[config.mk]
export PLATFORM = sky130hd
export DESIGN_NAME = uart_tx_sched
export DESIGN_NICKNAME = d
export VERILOG_FILES = /design/src/rtl/uart_tx_sched.sv
export SDC_FILE = /design/constraint.sdc
export NUM_CORES = 1
export LEC_CHECK = 0
export CAP_MARGIN = 25
export CORE_UTILIZATION = 41
export DETAILED_ROUTE_END_ITERATION = 8
export HOLD_SLACK_MARGIN = 0.02
export PLACE_DENSITY = 0.84
export SYNTH_ARGS = -nofsm -noshare
export SYNTH_HDL_FRONTEND = slang
export SYNTH_SLANG_ARGS = --single-unit
export TNS_END_PERCENT = 10
[constraint.sdc]
create_clock -name clk -period 1.5 [get_ports clk]
set_input_delay 0.15 -clock clk [delete_from_list [all_inputs] [get_ports clk]]
set_output_delay 0.15 -clock clk [all_outputs]
set_load 0.01 [all_outputs]
[src/rtl/uart_tx_sched.sv]
// Round-robin scheduler that shares one UART transmitter among four byte requesters.
// Owns the transmitter from grant through the stop bit plus one guard cycle.
module uart_tx_sched #(
    parameter int dataBits   = 8,
    parameter int frameTicks = 160,
    parameter int nReq       = 4
) (
    input  logic                     clk,
    input  logic                     reset,
    input  logic                     sTick,
    input  logic [nReq-1:0]          reqValid,
    input  logic [nReq*dataBits-1:0] reqData,
    output logic [nReq-1:0]          reqAck,
    output logic                     txStart,
    input  logic                     txDoneTick,
    output logic [dataBits-1:0]      txData,
    output logic [1:0]               grantId,
    output logic                     busy
);

    typedef enum logic [1:0] {
        S_IDLE   = 2'd0,
        S_LAUNCH = 2'd1,
        S_FRAME  = 2'd2,
        S_GAP    = 2'd3
    } state_t;

    localparam logic [7:0] LAST_TICK = 8'(frameTicks - 1);

    state_t                r_state,     w_state;
    logic [nReq-1:0]       r_reqAck,    w_reqAck;
    logic                  r_txStart,   w_txStart;
    logic [dataBits-1:0]   r_txData,    w_txData;
    logic [1:0]            r_grantId,   w_grantId;
    logic [1:0]            r_lastGrant, w_lastGrant;
    logic [7:0]            r_tickCnt,   w_tickCnt;

    logic                  w_anyReq;
    logic [1:0]            w_winner;

    // Scan from the largest offset down so the nearest requester after lastGrant wins;
    // the 2-bit index sum wraps modulo four on its own.
    always_comb begin
        w_anyReq = 1'b0;
        w_winner = r_lastGrant;
        for (int k = nReq; k >= 1; k--) begin
            if (reqValid[r_lastGrant + 2'(k)]) begin
                w_anyReq = 1'b1;
                w_winner = r_lastGrant + 2'(k);
            end
        end
    end

    // NOTE: every output of this block gets a default before the case, so no path leaves a latch.
    always_comb begin
        w_state     = r_state;
        w_reqAck    = '0;
        w_txStart   = 1'b0;
        w_txData    = r_txData;
        w_grantId   = r_grantId;
        w_lastGrant = r_lastGrant;
        w_tickCnt   = r_tickCnt;

        case (r_state)
            S_IDLE: begin
                if (w_anyReq) begin
                    w_state            = S_LAUNCH;
                    w_txStart          = 1'b1;
                    w_reqAck[w_winner] = 1'b1;
                    w_txData           = reqData[w_winner*dataBits +: dataBits];
                    w_grantId          = w_winner;
                    w_lastGrant        = w_winner;
                end
            end
            S_LAUNCH: begin
                // An sTick coinciding with acceptance belongs to the start bit already under way.
                if (txDoneTick) begin
                    w_state   = S_FRAME;
                    w_tickCnt = 8'd0;
                end else begin
                    w_txStart = 1'b1;
                end
            end
            S_FRAME: begin
                if (sTick) begin
                    w_tickCnt = r_tickCnt + 8'd1;
                    if (r_tickCnt == LAST_TICK) begin
                        w_state = S_GAP;
                    end
                end
            end
            S_GAP: begin
                w_state = S_IDLE;
            end
            default: begin
                w_state = S_IDLE;
            end
        endcase
    end

    // NOTE: state registers use non-blocking assignments so every flop samples pre-edge values.
    always_ff @(posedge clk or posedge reset) begin
        if (reset) begin
            r_state     <= S_IDLE;
            r_reqAck    <= '0;
            r_txStart   <= 1'b0;
            r_txData    <= '0;
            r_grantId   <= 2'd0;
            r_lastGrant <= 2'd3;
            r_tickCnt   <= 8'd0;
        end else begin
            r_state     <= w_state;
            r_reqAck    <= w_reqAck;
            r_txStart   <= w_txStart;
            r_txData    <= w_txData;
            r_grantId   <= w_grantId;
            r_lastGrant <= w_lastGrant;
            r_tickCnt   <= w_tickCnt;
        end
    end

    assign reqAck  = r_reqAck;
    assign txStart = r_txStart;
    assign txData  = r_txData;
    assign grantId = r_grantId;
    assign busy    = (r_state != S_IDLE);

    a_ack_onehot: assert property (@(posedge clk) disable iff (reset) $onehot0(reqAck));
    a_start_in_launch: assert property (@(posedge clk) disable iff (reset)
        txStart == (r_state == S_LAUNCH));

endmodule

==> impl.org <==
** Die
- The floorplan step defined a die boundary enclosing 4230 sq um.
- Initial cell density of the core :: 0.435
- The initialized floorplan defines 22 standard-cell rows.
- Total core area :: 3740 sq um
- Number of top-level design ports :: 56
- The die is 65.1 um tall.
- From left edge to right edge, the die measures 65.1 um.

** Worst setup path
- Category of the most critical setup path :: register to register
- STA classifies the critical path endpoint as a register.
- Cell count of the worst reg-to-reg path :: 5
- The worst setup path is launched from a register.
- Reg-to-reg critical path endpoint :: txData[7]
- For the worst setup path, the data required time is 1.66 ns.
- Of all nets on the critical path, the largest fanout is 6.
- The worst register-to-register path has a setup slack of -0.17 ns.
- At the worst endpoint, the arrival time is 1.84 ns.
- Startpoint of the most critical register-to-register path :: r_lastGrant[1]

** CTS
- Counting every sink on the clock net gives 27.
- TritonCTS created 3 clock buffers.
- Number of H-tree levels :: 1
- Clock-pin slew was measured on the worst setup and hold paths at 0.10 ns.
- TritonCTS clock tree :: built
- Clock root buffer :: clkbuf_8
- For this design, the CTS-stage hold fixing added 0 buffers.
- Number of buffers on the longest clock path :: 2
- Worst-skew pair later-pin latency :: 0.28 ns

** Drt
- Wire length per cell :: 17.5 um
- Detailed-route via count :: 1675
- In this run, the number of DRC markers left after iteration 0 of detailed routing was 55.
- Number of iterations in the first detailed-routing pass :: 4
- Once detail routing completed, the nets flagged for antenna violations numbered 0.
- Average vias per placed instance :: 5.56
- Total Wirelength :: 5270 um
- For this run, design rule violations remaining after detail routing come to 0.

** Global routing
- For this run the aggregate overflow at the end of global routing stands at 0.
- First-pass GRT wire length :: 8180 um
- For this run, the total global-route usage over all layers was measured as 0.263.
- Pin count of the biggest net entering global routing :: 28
- Via count of the first global-routing pass :: 1756
- Antenna violations before repair :: 0

** STA
- The total count of hold-check failures in the final report was 0.
- Remaining max-slew budget at the tightest pin :: 0.769
- Number of pins exceeding their max-slew limit in the final report :: 0
- Count of endpoints failing setup in the final report :: 16
- Slew at the pin with the worst max-slew slack :: 0.344 ns
- The worst path in the final design needs a cycle of 1.67 ns, including I/O delays and setup.
- Setup repair after global routing could not meet its margin everywhere.
- The clock arrives with 0.00532 ns of skew.
- Based on the critical path, the design can be clocked at up to 0.598 GHz.
- Hold is met by 0.225 ns.
- Final cycle utilization of the critical path :: 1.12
- Final Worst Setup Slack :: -0.173 ns

** Synth
- Averaged over all synthesized cells, the footprint is 9.53 sq um.
- When the netlist entered floorplanning its net count stood at 216.
- Share of the yosys chip area belonging to registers :: 0.416
- Yosys printed 0 warnings.
- Syn Inst Count :: 171
- The synthesized netlist occupies a cell area of 1630 sq um.
- Distinct cell type count after synthesis :: 36
- Flops & latches, synth :: 27

** Finish
- After routing the design area is 2710 sq um.
- The area growth from synthesis to layout is 66.1%.
- 0 antenna diodes ended up in the layout.
- Share of cells above drive strength 1 :: 0.320
- Post-layout instance count excluding filler cells :: 301
- After the last flow step, the layout net total stands at 299.

** Power and ir drop
- Peak supply drop :: 1.33 mV
- The analysis attributes to cell leakage a power of 1.14 nW.
- Overall power consumption after layout is estimated at 4.71 mW.
- Power density of the placed cells :: 1740 nW/um^2

** Run status
- Outcome :: complete, but fails checks
- Violations in the final reports :: setup timing

** Placed design
- After detailed placement, the total cell area comes to 2400 sq um.
- Timing analysis after detailed placement gives a worst setup slack of -0.391 ns.
- Input and output buffers added on the ports amount to 55.
- Number of placed instances, taps included :: 294
- The congestion estimate from routability-driven global placement came to 0.791.
- Detailed placer's ending HPWL :: 3140 um

** Run
- Across the run, the number of max-cap violations was 0.

** Hold path
- Class of the tightest hold or removal check :: primary input to asynchronous set/reset pin
==> cell usage after synthesis, drive strengths merged <==
| master | instances | area (sq um) |
|---|---|---|
| nand2b | 4 | 25.0 |
| a22oi | 2 | 15.0 |
| a31oi | 10 | 62.6 |
| dfrtp | 25 | 626 |
| or3b | 1 | 8.76 |
| a22o | 1 | 8.76 |
| inv | 14 | 52.6 |
| a21o | 2 | 16.3 |
| mux2 | 1 | 11.3 |
| o21a | 3 | 22.5 |
| nor3 | 4 | 20.0 |
| nand3 | 8 | 40.0 |
| ha | 5 | 62.6 |
| a21boi | 1 | 11.3 |
| buf | 6 | 60.1 |
| xor2 | 4 | 35.0 |
| mux2i | 10 | 100 |
| xnor2 | 1 | 8.76 |
| dfstp | 2 | 52.6 |
| and2b | 1 | 7.51 |
| nor4 | 1 | 6.26 |
| nor2 | 19 | 71.3 |
| and3 | 3 | 23.8 |
| a211oi | 17 | 168 |
| and2 | 1 | 6.26 |
| clkbuf | 1 | 3.75 |
| nor2b | 2 | 12.5 |
| o41ai | 1 | 8.76 |
| nand2 | 17 | 63.8 |
| o21ai | 4 | 20.0 |
==> through the flow <==
| step | util | setup TNS [ns] |
|---|---|---|
| 2_1_floorplan | - | -1.20 |
| 3_3_place_gp | 0.640 | -4.63 |
| 3_5_place_dp | 0.640 | -5.30 |
| 4_1_cts | 0.709 | -0.812 |
| 5_1_grt | 0.723 | -2.55 |
| 6_report | 0.723 | -1.32 |
==> critical path, cell delays in order, from the launching register on <==
cell and delay, ns:
dfstp_2 0.61, nand2b_4 0.14, a21o_4 0.15, and3_4 0.27, mux2i_2 0.28, a211oi_2 0.11
==> cell families (layout without fill, tap and decap cells) <==
| group | Yosys count | count (layout) | synth area share |
|---|---|---|---|
| multiplexers | 11 | 11 | 0.0683 |
| AO/OA/AOI/OAI | 41 | 41 | 0.204 |
| XOR/XNOR | 5 | 5 | 0.0269 |
| AND/OR/NAND/NOR | 61 | 63 | 0.175 |
| adder cells (fa/ha/maj) | 5 | 5 | 0.0384 |
| flip-flops | 27 | 27 | 0.416 |
| buffers and inverters | 21 | 101 | 0.0714 |
==> registers in the layout, summed over array words and instances (netlist names) <==
signal       cells
grantId          2
r_lastGrant      2
r_state          2
r_tickCnt        8
reqAck           4
txData           8
txStart          1
==> layer usage <==
| layer | track usage | vias to the layer above | part of all wire |
|---|---|---|---|
| met5 | 0 | - | 0 |
| met4 | 0.171 | 0 | 0.064 |
| met3 | 0.0546 | 28 | 0.057 |
| met2 | 0.458 | 76 | 0.51 |
| met1 | 0.286 | 799 | 0.37 |
| li1 | - | 772 | - |
==> final cells by class <==
cell class	instances	area, sq um
multi-input combinational	125	1080
clock buffer	3	41.3
inverter	14	52.6
sequential	27	678
timing repair buffer	83	792
fill	269	1040
clock inverter	1	7.51
tap	48	60.1
==> power by group <==
part           switching, mW  internal (mW)
combinational           1.45           1.59
clock                  0.246          0.189
sequential             0.201           1.03
total                   1.89           2.82
==> placed cells by master (no fill, tap or decap), drive strengths merged, types with 5 or more instances in the layout <==
master         count
buf               28
a31oi             10
nor2              19
and3               5
ha                 5
clkdlybuf4s50     54
a211oi            17
mux2i             10
nand2             17
nand3              8
dfrtp             25
inv               14
==> worst max-delay path by stage <==
stage	slack, ns	startpoint	end
global route	-0.22	r_lastGrant[1]	txData[5]
floorplan	-0.12	r_lastGrant[1]	txData[0]
global placement	-0.33	reqValid[0]	txData[4]
detailed placement	-0.39	reqValid[0]	txData[7]
CTS	-0.09	r_lastGrant[1]	txData[0]
finish	-0.17	r_lastGrant[1]	txData[7]
==> what timing repair did <==
item / CTS / global route
resized for setup: 37 / 12
setup endpoints to repair: 20 / 21
cloned: 2 / 0
setup buffers: 1 / 0
pin swaps: 12 / 4
Note: power is estimated with default switching activity, not from simulation.
